--- config.mk ---
export PLATFORM = sky130hd
export DESIGN_NAME = al_prom_reader
export DESIGN_NICKNAME = d
export VERILOG_FILES = /design/src/rtl/al_pkg.sv /design/src/rtl/al_spi_shifter.sv /design/src/rtl/al_prom_reader.sv
export SDC_FILE = /design/constraint.sdc
export NUM_CORES = 1
export LEC_CHECK = 0
export BUFFER_PORTS_ARGS = -buffer_cell sky130_fd_sc_hd__buf_2
export CORE_ASPECT_RATIO = 2
export CORE_MARGIN = 2
export CORE_UTILIZATION = 60
export CTS_CLUSTER_SIZE = 20
export DETAILED_ROUTE_END_ITERATION = 7
export PLACE_DENSITY = 0.93
export SETUP_SLACK_MARGIN = 0.1
export SLEW_MARGIN = 20
export SYNTH_ARGS = -nofsm -noshare
export SYNTH_HDL_FRONTEND = slang
export SYNTH_HIERARCHICAL = 1
export SYNTH_SLANG_ARGS = --single-unit
--- constraint.sdc ---
create_clock -name CLK -period 4.5 [get_ports CLK]
set_input_delay 0.9 -clock CLK [delete_from_list [all_inputs] [get_ports CLK]]
set_output_delay 0.9 -clock CLK [all_outputs]
set_load 0.02 [all_outputs]
--- src/rtl/al_pkg.sv ---
// Shared PROM auto-load constants and FSM state type, used by the reader and
// by the auto-load sequencer so both agree on opcode, stop address and blank word.
package al_pkg;

    typedef enum logic [1:0] {
        IDLE,
        SHIFT,
        WRITE
    } al_state_t;

    localparam logic [7:0]  PROM_READ_OP  = 8'h03;
    localparam logic [5:0]  AL_MAX_ADDR   = 6'd33;
    localparam logic [15:0] AL_BLANK_WORD = 16'hFFFF;

endpackage

--- src/rtl/al_spi_shifter.sv ---
// 32-bit SPI read frame shifter: opcode, address byte, then 16 data bits in,
// two clocks per bit (SCK low then high), MSB first.
module al_spi_shifter
    import al_pkg::*;
(
    input  logic        clk,
    input  logic        rst_n,
    input  logic        start,
    input  logic        abort,
    input  logic [5:0]  addr,
    input  logic        so,
    output logic        cs_b,
    output logic        sck,
    output logic        si,
    output logic        done,
    output logic [15:0] rx_word
);

    logic [31:0] frame;
    logic [30:0] tx_sr;
    logic [14:0] rx_sr;
    logic [4:0]  bit_idx;
    logic        active;

    assign frame = {PROM_READ_OP, 2'b00, addr, 16'h0000};

    // done marks the edge that ends the last SCK-high cycle, so the final SO
    // bit is folded into rx_word combinationally for capture on that edge.
    assign done    = active && sck && (bit_idx == 5'd31);
    assign rx_word = {rx_sr, so};

    always_ff @(posedge clk or negedge rst_n) begin
        if (!rst_n) begin
            tx_sr   <= '0;
            rx_sr   <= '0;
            bit_idx <= '0;
            active  <= 1'b0;
            cs_b    <= 1'b1;
            sck     <= 1'b0;
            si      <= 1'b0;
        end else if (abort) begin
            bit_idx <= '0;
            active  <= 1'b0;
            cs_b    <= 1'b1;
            sck     <= 1'b0;
            si      <= 1'b0;
        end else if (start) begin
            tx_sr   <= frame[30:0];
            si      <= frame[31];
            bit_idx <= '0;
            active  <= 1'b1;
            cs_b    <= 1'b0;
            sck     <= 1'b0;
        end else if (active) begin
            if (!sck) begin
                sck <= 1'b1;
            end else begin
                sck <= 1'b0;
                if (bit_idx >= 5'd16) begin
                    rx_sr <= {rx_sr[13:0], so};
                end
                if (bit_idx == 5'd31) begin
                    active <= 1'b0;
                    cs_b   <= 1'b1;
                    si     <= 1'b0;
                end else begin
                    si      <= tx_sr[30];
                    tx_sr   <= {tx_sr[29:0], 1'b0};
                    bit_idx <= bit_idx + 5'd1;
                end
            end
        end
    end

endmodule

--- src/rtl/al_prom_reader.sv ---
// PROM auto-load reader: one 16-bit SPI read per accepted EXECUTE, with address
// counter and done/abort detection. Optional checksum via `define AL_CHKSUM_EN.
module al_prom_reader
    import al_pkg::*;
#(
    parameter logic [5:0]  MAX_ADDR   = AL_MAX_ADDR,
    parameter logic [15:0] BLANK_WORD = AL_BLANK_WORD
) (
    input  logic        CLK,
    input  logic        RST_B,
    input  logic        AL_ENA,
    input  logic        EXECUTE,
    input  logic        INC,
    input  logic        RST_ADDR,
    input  logic        CLR_AL_DONE,
    output logic [5:0]  ADDR,
    output logic        BUSY,
    output logic        AL_DONE,
    output logic        PROM_CS_B,
    output logic        PROM_SCK,
    output logic        PROM_SI,
    input  logic        PROM_SO,
    output logic [15:0] DATA,
    output logic [5:0]  DATA_ADDR,
`ifdef AL_CHKSUM_EN
    output logic        CHKSUM_ERR,
`endif
    output logic        DATA_WE
);

    al_state_t   state;
    logic        accept;
    logic        abort;
    logic        shift_done;
    logic        write_ok;
    logic        set_done;
    logic [15:0] rx_word;

    assign accept   = EXECUTE && AL_ENA && !BUSY;
    assign abort    = !AL_ENA && (state != IDLE);
    assign write_ok = (state == WRITE) && AL_ENA;
    assign set_done = write_ok &&
                      (((DATA_ADDR == 6'd0) && (DATA == BLANK_WORD)) ||
                       (DATA_ADDR == MAX_ADDR - 6'd1));

    // The shifter takes ADDR directly on the accept edge, since DATA_ADDR is
    // only being loaded on that same edge.
    al_spi_shifter u_shifter (
        .clk     (CLK),
        .rst_n   (RST_B),
        .start   (accept),
        .abort   (abort),
        .addr    (ADDR),
        .so      (PROM_SO),
        .cs_b    (PROM_CS_B),
        .sck     (PROM_SCK),
        .si      (PROM_SI),
        .done    (shift_done),
        .rx_word (rx_word)
    );

    always_ff @(posedge CLK or negedge RST_B) begin
        if (!RST_B) begin
            state     <= IDLE;
            BUSY      <= 1'b0;
            DATA      <= '0;
            DATA_ADDR <= '0;
            DATA_WE   <= 1'b0;
        end else begin
            case (state)
                IDLE: begin
                    DATA_WE <= 1'b0;
                    if (accept) begin
                        state     <= SHIFT;
                        BUSY      <= 1'b1;
                        DATA_ADDR <= ADDR;
                    end
                end
                SHIFT: begin
                    if (!AL_ENA) begin
                        state <= IDLE;
                        BUSY  <= 1'b0;
                    end else if (shift_done) begin
                        state   <= WRITE;
                        DATA    <= rx_word;
                        DATA_WE <= 1'b1;
                    end
                end
                WRITE: begin
                    state   <= IDLE;
                    BUSY    <= 1'b0;
                    DATA_WE <= 1'b0;
                end
                default: begin
                    state   <= IDLE;
                    BUSY    <= 1'b0;
                    DATA_WE <= 1'b0;
                end
            endcase
        end
    end

    always_ff @(posedge CLK or negedge RST_B) begin
        if (!RST_B) begin
            ADDR <= '0;
        end else if (RST_ADDR) begin
            ADDR <= '0;
        end else if (INC) begin
            ADDR <= ADDR + 6'd1;
        end
    end

    // A completing read that sets the flag beats a simultaneous clear.
    always_ff @(posedge CLK or negedge RST_B) begin
        if (!RST_B) begin
            AL_DONE <= 1'b0;
        end else if (set_done) begin
            AL_DONE <= 1'b1;
        end else if (CLR_AL_DONE) begin
            AL_DONE <= 1'b0;
        end
    end

`ifdef AL_CHKSUM_EN
    logic [15:0] chk_sum;

    always_ff @(posedge CLK or negedge RST_B) begin
        if (!RST_B) begin
            chk_sum    <= '0;
            CHKSUM_ERR <= 1'b0;
        end else begin
            if (CLR_AL_DONE) begin
                chk_sum <= '0;
            end else if (write_ok && (DATA_ADDR < MAX_ADDR - 6'd1)) begin
                chk_sum <= chk_sum + DATA;
            end
            if (write_ok && (DATA_ADDR == MAX_ADDR - 6'd1)) begin
                CHKSUM_ERR <= (DATA != chk_sum);
            end else if (CLR_AL_DONE) begin
                CHKSUM_ERR <= 1'b0;
            end
        end
    end
`endif

endmodule
==> out/qor.txt <==
chip width: 54.5 um
Design Power: 0.00168 W
Leakage: 1.87 nW
CTS root buffer: clkbuf_8
final net count: 275
Hold Vio Cnt, Final: 0
fin worst setup slack: 1.57 ns
CTS tree: built
initial antenna violation count: 0
startpoint class of the critical path: input pin
Layout area overhead: 13.4%
dpl ws: 1.22 ns
Die ar.: 5720 um^2
FP Rows: 36
Ant. Diodes: 0
post-DP HPWL: 4290 um
TritonRoute pass-1 iters: 4
Routed Wire Length: 6010 um
Max VDD drop: 0.392 mV
Max FO, Critical Path: 15
post-CTS setup buffers: 0
Die Ht: 105 um
Syn Area/Cell: 14.0 um^2
layer carrying the most global-route usage: met2
grt total ovfl: 0
wire per inst: 18.5 um
Starting Density: 62.4%
Design Area, Final: 3470 um^2
Post-route DRC: 0
Max-Slew Margin vs Limit: 44.7%
status: finished clean
placer congestion estimate: 0.778
class of the tightest hold or removal check: register to register
routing usage on met2: 40.0%
first-pass GRT wire length: 9830 um
Synth Instances: 219
Tcrit/Tclk final: 65.1%
Arr. time, crit path: 3.16 ns
RSZ-0062 raised after global routing: false
max-cap viol count: 0
TNS Setup: 0 ns
Top Ports: 42
H-tree levels: 3
CORE AREA: 4910 um^2
largest net degree at the start of global routing: 39
clock sinks: 72
syn nets: 231
element type at the critical path end: register
count of hold-fix buffers inserted at cts: 0
worst-skew pair later-pin latency: 0.34 ns
worst endpoint required time: 4.73 ns
cells resized by post-CTS repair: 0
fillers: 348
Initial DRC Count: 38
met1 GRT Util: 28.4%
antenna viol nets, final: 0
layout cells sized above 1: 40.3%
# port buffers: 41
GRT Resource Usage Total: 24.6%
PD cells: 484 nW/um^2
minimum clock period: 2.93 ns
Yosys cell types: 40
clock tree buffer depth: 2
via count: 1932
Vias/cell: 5.94
f_max: 341 MHz
Num CTS Buffers: 9
clock skew: 0.00695 ns
Mapped Area: 3060 um^2
Slew @ Worst Pin: 0.830 ns
YS warnings: 6
number of global-route vias before repair: 1970
GR met3 Demand/Resource: 6.57%
Crit Path Category: input pin to register
Placed Area: 3270 um^2
sequential share of the synthesized area: 58.9%
Slew Viols, Final: 0
Final setup viols: 0
Yosys reg bits: 72
clock-pin transition on the worst setup and hold timing paths: 0.07 ns
==> worst max-delay path, cell delays in order <==
cell     delay, ns
buf_2         0.15
nand2_2       0.08
nor2_1        0.51
or2_1         0.42
or3_1         0.68
mux2_2        0.42
==> Yosys cell counts (all sizes together) <==
library cell	instances	area share [%]
a21o	1	0.25
a21oi	5	0.94
a22o	7	2.0
a2bb2oi	1	0.29
a32o	1	0.33
and2b	1	0.25
and3	2	0.41
buf	7	2.0
clkbuf	2	0.29
dfrtp	71	58
dfstp	1	0.86
ha	4	1.6
inv	5	0.61
mux2	47	19
mux2i	3	0.98
nand2	10	1.3
nand2b	1	0.20
nand3	2	0.49
nand3b	1	0.25
nand4	6	1.2
nand4b	2	0.57
nor2	17	2.1
nor4b	2	0.57
o21ai	3	0.49
o21bai	1	0.25
o2bb2ai	1	0.29
o32a	2	0.65
o41ai	1	0.29
or2	1	0.20
or3	3	0.61
or4	1	0.37
xnor2	2	0.57
xor2	5	1.4
==> where the power goes <==
group	switching (W)	internal, W	total (W)
clock	0.000224	0.000285	0.000509
sequential	0.0000884	0.000753	0.000841
combinational	0.000177	0.000152	0.000329
==> flip-flops by register name, indices dropped and copies added (netlist names), 2 cells and up <==
| name | flops |
|---|---|
| DATA | 16 |
| u_shifter/rx_sr | 15 |
| u_shifter/tx_sr | 15 |
| ADDR | 6 |
| DATA_ADDR | 6 |
| u_shifter/bit_idx | 5 |
| state | 2 |
==> metrics by stage <==
step | utilization [%] | hold slack [ns] | instances
4_1_cts | 70.7 | 0.503 | 325
3_3_place_gp | 66.7 | 0.470 | 309
5_1_grt | 70.7 | 0.530 | 325
3_5_place_dp | 66.7 | 0.485 | 309
6_report | 70.7 | 0.500 | 325
2_1_floorplan | - | 0.452 | 219
==> cell families (layout without fill, tap and decap cells) <==
family	count (synthesis)	after routing	share of synthesized area, %
compound gates	23	23	5.76
simple gates	49	49	8.54
fa+ha+maj	4	4	1.63
mux	50	50	20.2
flops	72	72	58.9
xor+xnor	7	7	2.00
buf+inv	14	63	2.94
==> path summary, 6_finish.rpt <==
| kind | start | end | slack, ns | cells past startpoint |
|---|---|---|---|---|
| hold reg to reg | DATA_WE$_DFFE_PN0P_ | DATA_WE$_DFFE_PN0P_ | 0.50 | 2 |
| setup / recovery | AL_ENA | u_shifter/rx_sr[14]$_DFFE_PN0P_ | 1.57 | 6 |
| max in group asynchronous | RST_B | u_shifter/bit_idx[0]$_DFFE_PN0P_ | 2.90 | 2 |
| setup reg to reg | BUSY$_DFFE_PN0P_ | u_shifter/rx_sr[14]$_DFFE_PN0P_ | 1.92 | 4 |
| min in group asynchronous | RST_B | DATA[8]$_DFFE_PN0P_ | 0.66 | 1 |
| hold / removal | DATA_WE$_DFFE_PN0P_ | DATA_WE$_DFFE_PN0P_ | 0.50 | 2 |
==> layer usage <==
metal	share of wire (%)	up-vias
met4	2.3	0
met3	4.0	13
met2	56	51
li1	-	867
met5	0	-
met1	37	1001
==> final cells by class <==
class | instances | area [um^2] | area share (%)
sequential | 72 | 1800 | 51.9
inverter | 5 | 18.8 | 0.540
clock inverter | 3 | 40.0 | 1.15
clock buffer | 13 | 159 | 4.57
tap | 57 | 71.3 | 2.05
multi-input combinational | 133 | 1170 | 33.6
timing repair buffer | 42 | 213 | 6.12
==> cells in the final DEF, fill, tap and decap left out, types with 2 or more instances in the layout <==
cell type,count
dfrtp_1,71
buf_2,41
mux2_2,31
nor2_1,17
mux2_4,16
clkbuf_8,11
nand2_1,9
a22o_1,7
nand4_1,6
inv_1,5
xor2_1,5
a21oi_1,4
ha_1,4
o21ai_0,3
or3_1,3
mux2i_1,3
nor4b_1,2
xnor2_1,2
clkinv_2,2
clkbuf_1,2
and3_1,2
nand4b_1,2
o32a_1,2
(Power assumes the default switching activity.)
